### src/rtl/dram_pkg.sv
// Shared types and constants for the dram_dma word-copy engine.
package dram_pkg;

    localparam int ADDR_WIDTH = 16;
    localparam int DATA_WIDTH = 16;

    // Default legal RAM window (word addresses, both ends inclusive).
    localparam int DEF_MEM_LO = 8;
    localparam int DEF_MEM_HI = 2000;

    typedef logic [ADDR_WIDTH-1:0] addr_t;
    typedef logic [DATA_WIDTH-1:0] data_t;

    typedef enum logic [1:0] {
        IDLE = 2'd0,
        RD   = 2'd1,
        WR   = 2'd2,
        DONE = 2'd3
    } dma_state_t;

endpackage

### src/rtl/dram_dma.sv
// Word-copy DMA engine: copies len words from src to dst, one RAM access per
// cycle (read cycle then write cycle per word), ascending addresses.
// Optional fill mode is compiled in with DRAM_DMA_FILL_EN: when enabled and
// fill=1 at start, every cycle writes fill_val to dst+count and no reads occur.
// All mem_* outputs are registered so the RAM's negedge write sees settled
// address and data.
module dram_dma
    import dram_pkg::*;
#(
    parameter int ADDR_W = ADDR_WIDTH,
    parameter int DATA_W = DATA_WIDTH,
    parameter int MEM_LO = DEF_MEM_LO,
    parameter int MEM_HI = DEF_MEM_HI
) (
    input  logic              clk,
    input  logic              rst_n,
    input  logic              start,
    input  logic [ADDR_W-1:0] src,
    input  logic [ADDR_W-1:0] dst,
    input  logic [ADDR_W-1:0] len,
    input  logic              fill,
    input  logic [DATA_W-1:0] fill_val,
    output logic              busy,
    output logic              done,
    output logic              err,
    output logic              mem_read,
    output logic              mem_write,
    output logic [ADDR_W-1:0] mem_addr,
    output logic [DATA_W-1:0] mem_wdata,
    input  logic [DATA_W-1:0] mem_rdata
);

    // Range limits widened by one bit so base+len-1 cannot wrap silently.
    localparam logic [ADDR_W:0] LO_X  = (ADDR_W+1)'(MEM_LO);
    localparam logic [ADDR_W:0] HI_X  = (ADDR_W+1)'(MEM_HI);
    localparam logic [ADDR_W:0] ONE_X = (ADDR_W+1)'(1);

    dma_state_t        state_reg;
    logic [ADDR_W-1:0] src_reg;
    logic [ADDR_W-1:0] dst_reg;
    logic [ADDR_W-1:0] len_reg;
    logic [ADDR_W-1:0] count_reg;
    logic              fill_reg;
    logic [DATA_W-1:0] fill_val_reg;

    logic [ADDR_W-1:0] count_next;
    logic [ADDR_W:0]   src_end;
    logic [ADDR_W:0]   dst_end;
    logic              src_bad;
    logic              dst_bad;
    logic              fill_req;
    logic              range_err;

`ifdef DRAM_DMA_FILL_EN
    assign fill_req = fill;
`else
    // Fill mode not built: the fill request is ignored, copy mode always.
    logic unused_fill;
    assign fill_req    = 1'b0;
    assign unused_fill = fill;
`endif

    // Acceptance-time range check on the incoming descriptor (ADDR_W+1 bit sums).
    always_comb begin
        src_end   = {1'b0, src} + {1'b0, len} - ONE_X;
        dst_end   = {1'b0, dst} + {1'b0, len} - ONE_X;
        src_bad   = ({1'b0, src} < LO_X) || (src_end > HI_X);
        dst_bad   = ({1'b0, dst} < LO_X) || (dst_end > HI_X);
        // In fill mode the source is never read, so it is not checked.
        range_err = dst_bad || (src_bad && !fill_req);
    end

    assign count_next = count_reg + ADDR_W'(1);

    // Control FSM with registered outputs; mem_wdata doubles as the data register.
    always_ff @(posedge clk or negedge rst_n) begin
        if (!rst_n) begin
            state_reg    <= IDLE;
            src_reg      <= '0;
            dst_reg      <= '0;
            len_reg      <= '0;
            count_reg    <= '0;
            fill_reg     <= 1'b0;
            fill_val_reg <= '0;
            busy         <= 1'b0;
            done         <= 1'b0;
            err          <= 1'b0;
            mem_read     <= 1'b0;
            mem_write    <= 1'b0;
            mem_addr     <= '0;
            mem_wdata    <= '0;
        end else begin
            done <= 1'b0;
            case (state_reg)
                IDLE: begin
                    if (start) begin
                        src_reg      <= src;
                        dst_reg      <= dst;
                        len_reg      <= len;
                        fill_reg     <= fill_req;
                        fill_val_reg <= fill_val;
                        count_reg    <= '0;
                        err          <= 1'b0;
                        if (len == '0) begin
                            state_reg <= DONE;
                            done      <= 1'b1;
                        end else if (range_err) begin
                            state_reg <= DONE;
                            done      <= 1'b1;
                            err       <= 1'b1;
                        end else if (fill_req) begin
                            state_reg <= WR;
                            busy      <= 1'b1;
                            mem_write <= 1'b1;
                            mem_addr  <= dst;
                            mem_wdata <= fill_val;
                        end else begin
                            state_reg <= RD;
                            busy      <= 1'b1;
                            mem_read  <= 1'b1;
                            mem_addr  <= src;
                        end
                    end
                end
                RD: begin
                    // Capture the word and present it for writing next cycle.
                    mem_wdata <= mem_rdata;
                    mem_read  <= 1'b0;
                    mem_write <= 1'b1;
                    mem_addr  <= dst_reg + count_reg;
                    state_reg <= WR;
                end
                WR: begin
                    count_reg <= count_next;
                    if (count_next == len_reg) begin
                        state_reg <= DONE;
                        busy      <= 1'b0;
                        done      <= 1'b1;
                        mem_write <= 1'b0;
                    end else if (fill_reg) begin
                        mem_addr  <= dst_reg + count_next;
                        mem_wdata <= fill_val_reg;
                    end else begin
                        state_reg <= RD;
                        mem_write <= 1'b0;
                        mem_read  <= 1'b1;
                        mem_addr  <= src_reg + count_next;
                    end
                end
                DONE: begin
                    state_reg <= IDLE;
                end
                default: begin
                    state_reg <= IDLE;
                end
            endcase
        end
    end

endmodule

### config.mk
export PLATFORM = sky130hd
export DESIGN_NAME = dram_dma
export DESIGN_NICKNAME = d
export VERILOG_FILES = /design/src/rtl/dram_pkg.sv /design/src/rtl/dram_dma.sv
export SDC_FILE = /design/constraint.sdc
export NUM_CORES = 1
export LEC_CHECK = 0
export ABC_AREA = 1
export ABC_CLOCK_PERIOD_IN_PS = 6140
export CORE_ASPECT_RATIO = 0.75
export CORE_MARGIN = 5
export CORE_UTILIZATION = 50
export CTS_CLUSTER_SIZE = 24
export DETAILED_ROUTE_END_ITERATION = 10
export PLACE_DENSITY = 0.77
export SLEW_MARGIN = 0
export SYNTH_ARGS = -nofsm -noshare
export SYNTH_HDL_FRONTEND = slang
export SYNTH_SLANG_ARGS = --single-unit
### constraint.sdc
create_clock -name clk -period 6.14 [get_ports clk]
set_clock_uncertainty 0.15 [all_clocks]
set_input_delay 1.842 -clock clk [delete_from_list [all_inputs] [get_ports clk]]
set_output_delay 1.842 -clock clk [all_outputs]
set_load 0.005 [all_outputs]
* Yosys cells after proc, flatten, opt, wreduce, memory -nomap -nowiden
Index checks and enable logic that the tools add are counted.
Storage, ports and cells: ROM bits 0, bits in latches 0, memories kept 0, word-level logic and storage cells 73, RAM bits 0, flip-flop bits (word level) 103
Operators by class: bitwise logic cells 1, mux-type cells 27, magnitude comparators 4, add/sub/neg operators 7, reduce and logical (&&, ||, !) cells 13, $mul 0, div/mod/pow operators 0, shift-type cells 0, eq/ne operators 9
Operator list (number):
- $mux W16 | 6
- $pmux W16 S3 | 1
- $add A16 B16 Y17 | 2
- $gt A17 B11 Y1 const B | 2
- $sub A17 B1 Y17 const B | 2
- $add A16 B16 Y16 | 2
- $lt A16 B4 Y1 const B | 2
- $pmux W16 S2 | 1
- $add A16 B1 Y16 const B | 1
- $eq A16 B16 Y1 | 1
- $logic_not A16 Y1 | 1
- $mux W1 | 10
- $ne A2 B2 Y1 const B | 5
- $reduce_and A5 Y1 | 2
- $mux W2 | 4
- $pmux W2 S4 | 1
- $pmux W1 S2 | 3
- $eq A2 B2 Y1 const B | 2
- $reduce_and A2 Y1 | 2
- $reduce_bool A2 Y1 | 2
- $logic_or A1 B1 Y1 | 3
- $pmux W1 S3 | 1
- $reduce_and A3 Y1 | 1
- $reduce_bool A3 Y1 | 1
- 3 further kinds | 3

* Longest topological paths before layout
depth after elaboration 9, gate-level depth with buffers 23

* Worst setup path after synthesis
No wires, ideal clock.
kind input -> register, start point in len[1], end point reg mem_read, buffers on the path 1, data required time 5.873 ns, setup slack 1.686 ns, arrival time 4.187 ns, stages 22, path through inv_1 > ha_1 > inv_1 > ha_1 > fa_1 > nand3_1 > nand3_2 > nand2_1 > nand2_1 > nand2_1 > nand2_1 > nand2_1 > nand2_1 > nor2_1 > nand2_1 > nor2_1 > nand4_1 > nand2_2 > nand3_4 > buf_8 > nand2_1 > nand2_1
Between the ends: longest elaborated chain between the ends 7, elaborated cells between the ends (all ways) 13, classes of those cells add/sub (4); order compare (2); eq/ne (2); reduce/logical (5)
RTL lines:
- from (decl) | RTL line dram_dma.sv:20 | input logic [ADDR_W-1:0] len,
- $add A16 B16 Y17, on equally long branches | RTL line dram_dma.sv:66, dram_dma.sv:65
- $sub A17 B1 Y17, on equally long branches | RTL line dram_dma.sv:66, dram_dma.sv:65
- $gt A17 B11 Y1, on equally long branches | RTL line dram_dma.sv:68, dram_dma.sv:67
- $logic_or A1 B1 Y1, on equally long branches | RTL line dram_dma.sv:68, dram_dma.sv:67
- $logic_or A1 B1 Y1 | RTL line dram_dma.sv:70 | range_err = dst_bad || (src_bad && !fill_req);
- $ne A2 B2 Y1 (no source line)
- $reduce_and A5 Y1 (no source line) (*)
- to (signal assigned) | RTL line dram_dma.sv:88 | mem_read <= 1'b0;
- to (signal assigned) | RTL line dram_dma.sv:120 | mem_read <= 1'b1;
- to (signal assigned) | RTL line dram_dma.sv:128 | mem_read <= 1'b0;
- to (decl) | RTL line dram_dma.sv:26 | output logic mem_read,
Every way passes the cells marked *; elsewhere a longest branch is shown, timed or not. A chain may end at the register's enable or synchronous reset.

* Worst setup path in the final report
start point in len[1], end point reg mem_addr[5]
Between the ends: longest elaborated chain between the ends 7, elaborated cells between the ends (all ways) 13, classes of those cells add/sub (4); order compare (2); eq/ne (2); reduce/logical (5)
RTL lines:
- $add A16 B16 Y17, on equally long branches | RTL line dram_dma.sv:66, dram_dma.sv:65
- $sub A17 B1 Y17, on equally long branches | RTL line dram_dma.sv:66, dram_dma.sv:65
- $gt A17 B11 Y1, on equally long branches | RTL line dram_dma.sv:68, dram_dma.sv:67
- $logic_or A1 B1 Y1, on equally long branches | RTL line dram_dma.sv:68, dram_dma.sv:67
- $logic_or A1 B1 Y1 | RTL line dram_dma.sv:70
- $ne A2 B2 Y1 (no source line)
- $reduce_and A5 Y1 (no source line) (*)
- to (signal assigned) | RTL line dram_dma.sv:115 | mem_addr <= dst;
- to (signal assigned) | RTL line dram_dma.sv:121 | mem_addr <= src;
- to (signal assigned) | RTL line dram_dma.sv:130 | mem_addr <= dst_reg + count_reg;
- to (decl) | RTL line dram_dma.sv:28 | output logic [ADDR_W-1:0] mem_addr,
Marks and branches as above.

==> results.md <==
* Synthesis-stage register bit count at 103
* Register area share after synthesis at 28.0%
* Leak Pwr at around 5.9 nW
* ANT cells at 0
* CP max stage cell: clkdlybuf4s50_1
* Outcome: complete, no violations
* Total global routing overflow at 0
* Commonest non-fill, non-tap cell in the layout: nand2_1
* Cell family with most CP delay: simple AND/OR/NAND/NOR gates
* Port buffer count at about 100
* Worst-path fanout max at 17
* Syn Area/Cell at ~6.6 sq um
* Top FF cell, synth: dfrtp_1
* Die W at about 170 microns
* Most frequent cells in the layout: 444 x nand2_1, 246 x inv_1, 103 x dfrtp_1, 102 x clkdlybuf4s50_1, 97 x ha_1
* CP Launch Type: input pin
* Antenna Nets Post-Route at 0
* Syn-to-layout area delta at 16.8%
* Core Footprint at 18300 sq um
* DR pass1 iterations at 6
* Mapped cell area at roughly 9000 sq um
* GP Congestion at 0.975
* Post-CTS setup buffer count at 0
* Crit path from: len[1]
* Synth async-reset ratio at 100%
* RSZ-0062 raised after global routing: no
* Core Util, Final at between 50 and 60%
* Post-CTS sizing at 0
* Logic depth of the worst path, buffers included at 18
* Largest net degree at the start of global routing at 76
* Final period utilization at 88.6%
* Hold crit path type: reg -> reg
* Yosys warnings at 0
* Die Ht at roughly 130 microns
* Setup tns final at 0 ns
* Crit-path cells: clkdlybuf4s50_1 -> inv_1 -> ha_1 -> inv_1 -> ha_1 -> fa_1 -> nand2_1 -> nand3_1 -> nand2_1 -> a21oi_1 -> nor2_1 -> nand3_1 -> nor2_1 -> nand4_1 -> nand2_2 -> nand3_4 -> nand2_1 -> nand2_1
* Final hold viol count at 0
* Relative slew slack at between 30% and 40%
* Post-Route WL at around 28000 microns
* Peak Freq at between 150 and 200 MHz
* First-pass GRT wire length at between 40000 and 50000 microns
* Reg clk slew, reported paths at 0.08 ns
* Critical R2R Launch: count_reg[1]
* Setup Viol. Count Final at 0
* CTS tree: yes
* Vias in the first global route at slightly above 8000
* Clock sinks at approximately 100
* Hold buffers post-CTS at 0
* Via count at roughly 9000
* Buf/Inv on CP at 3
* Initial antenna violation count at 0
* Fin. max-slew vios at 0
* # rows at 43
* GRT Total Usage at around a quarter
* Hold Slack at around 0.32 ns
* Crit Path Class: in -> reg
* Hpwl dp at about 23000 microns
* Io pins at around 120
* Clk_lat worst skew at between 0.3 and 0.4 ns
* Syn Inst Count at between 1000 and 1500
* Hold Path Origin: mem_addr[2]
* Synth unique cells at 42
* Starting density of the core at approximately half
* Initial DRC Count at about 1100
* R2R cell count at 16
* DRC at 0
* Max-Cap Viols at 0
* Via/cell ratio at ~5.3
* Final net count at about 1700
* TritonCTS Buffers at 9
* CP Capture Point: mem_addr[5]
* Fraction of layout cells with a size suffix above 1 at under 10%
* Tmin final at between 5 and 6 ns
* Critical Path End Type: flop
* R2R setup slack at ~2.5 ns
* Measured slew at the worst slew-check pin at about 1 ns
* Syn Nets at 1577
* Max clock buf depth at 2
* Die ar. at around 21000 sq um
* CP max stage delay at approximately 0.45 ns
* H-Tree Depth at 3
* Post-synth EDFFs at 0
* Pwr/cell area at about 420 nW/um^2
* Crit path arrival time at around 5.5 ns
* Critical Path Most Common Cell: nand2_1
* Crit Reg-Reg Endpoint: mem_addr[15]
* Peak VDD IR at about 0.00025 V
* WL per Instance at 16.3 microns
* Clk root buf: clkbuf_16
* WP data required at roughly 6.2 ns
[through the flow]
stage / cell area (sq um) / setup slack, ns / power, mW / std cells
floorplan: 9210 / 1.69 / 2.96 / 1392
global placement: 10500 / 0.497 / 3.78 / 1721
detailed placement: 10500 / 0.436 / 3.84 / 1721
CTS: 10800 / 0.802 / 4.43 / 1737
global route: 10800 / 0.534 / 4.86 / 1737
finish: 10800 / 0.702 / 4.48 / 1737
[metal layers]
metal	up-vias	track usage (%)	wire (microns)	share of wire, %
li1	4634	-	-	-
met1	4234	39.6	13400	48
met2	356	38.4	11900	42
met3	32	5.91	2550	9.0
met4	0	3.70	328	1.2
met5	-	0	0	0
[Yosys cell counts, types with 2 or more instances]
master	number	area share [%]
nand4_2	2	0.27
dfrtp_1	103	28
nand3_1	83	4.5
a21o_1	5	0.41
nand3_2	4	0.43
and2_1	3	0.20
o21bai_1	4	0.33
nand4_1	41	2.8
inv_2	2	0.082
buf_1	2	0.082
nor3b_1	3	0.24
buf_6	2	0.24
ha_1	97	13
nand2_2	6	0.41
nand2_1	445	18
nor2_4	2	0.24
o21ai_0	96	5.2
xnor2_1	12	1.1
o211ai_1	2	0.16
inv_1	246	10
nor2_2	4	0.27
nor4_1	3	0.20
nor2_1	84	3.4
a21oi_1	50	2.7
a31oi_1	7	0.48
nor3_1	9	0.49
or2_2	4	0.27
clkbuf_1	21	0.86
xor2_1	13	1.2
fa_1	4	0.87
xnor3_1	3	0.73
nand3b_1	9	0.73
o22ai_1	11	0.75
clkinv_1	2	0.082
[cells by family after synthesis]
family / after synthesis / share of synthesized area [%]
xor+xnor: 28 / 3.11
flops: 103 / 28.0
simple gates: 704 / 32.9
buf+inv: 278 / 11.7
compound gates: 178 / 10.3
fa+ha+maj: 101 / 14.0
[worst min-delay path by stage]
stage                         end  slack [ns]  depth (start not counted)
floorplan              dst_reg[0]        0.31                          2
global placement    mem_wdata[12]        0.30                          2
detailed placement  mem_wdata[14]        0.31                          2
CTS                          busy        0.33                          2
global route        mem_wdata[14]        0.35                          2
finish                mem_addr[2]        0.32                          2
[layout make-up]
class	instances	area, sq um
well taps	247	309
clock inverters	6	51.3
fillers	1755	7530
multi-input cells	1011	5560
inverters	251	945
clock buffers	10	239
flip-flops and latches	103	2580
repair buffers	109	1070
[tightest hold or removal path, cell delays in order (launching register included)]
cell and delay [ns]:
dfrtp_1 0.34, nand2_1 0.05, nand2_1 0.05
[power by group]
group          switching, mW  total [mW]  internal (mW)
clock network          0.280       0.574          0.294
logic                   1.64        2.66           1.02
registers              0.255        1.25          0.993
total                   2.18        4.48           2.30
(Power assumes the default switching activity.)
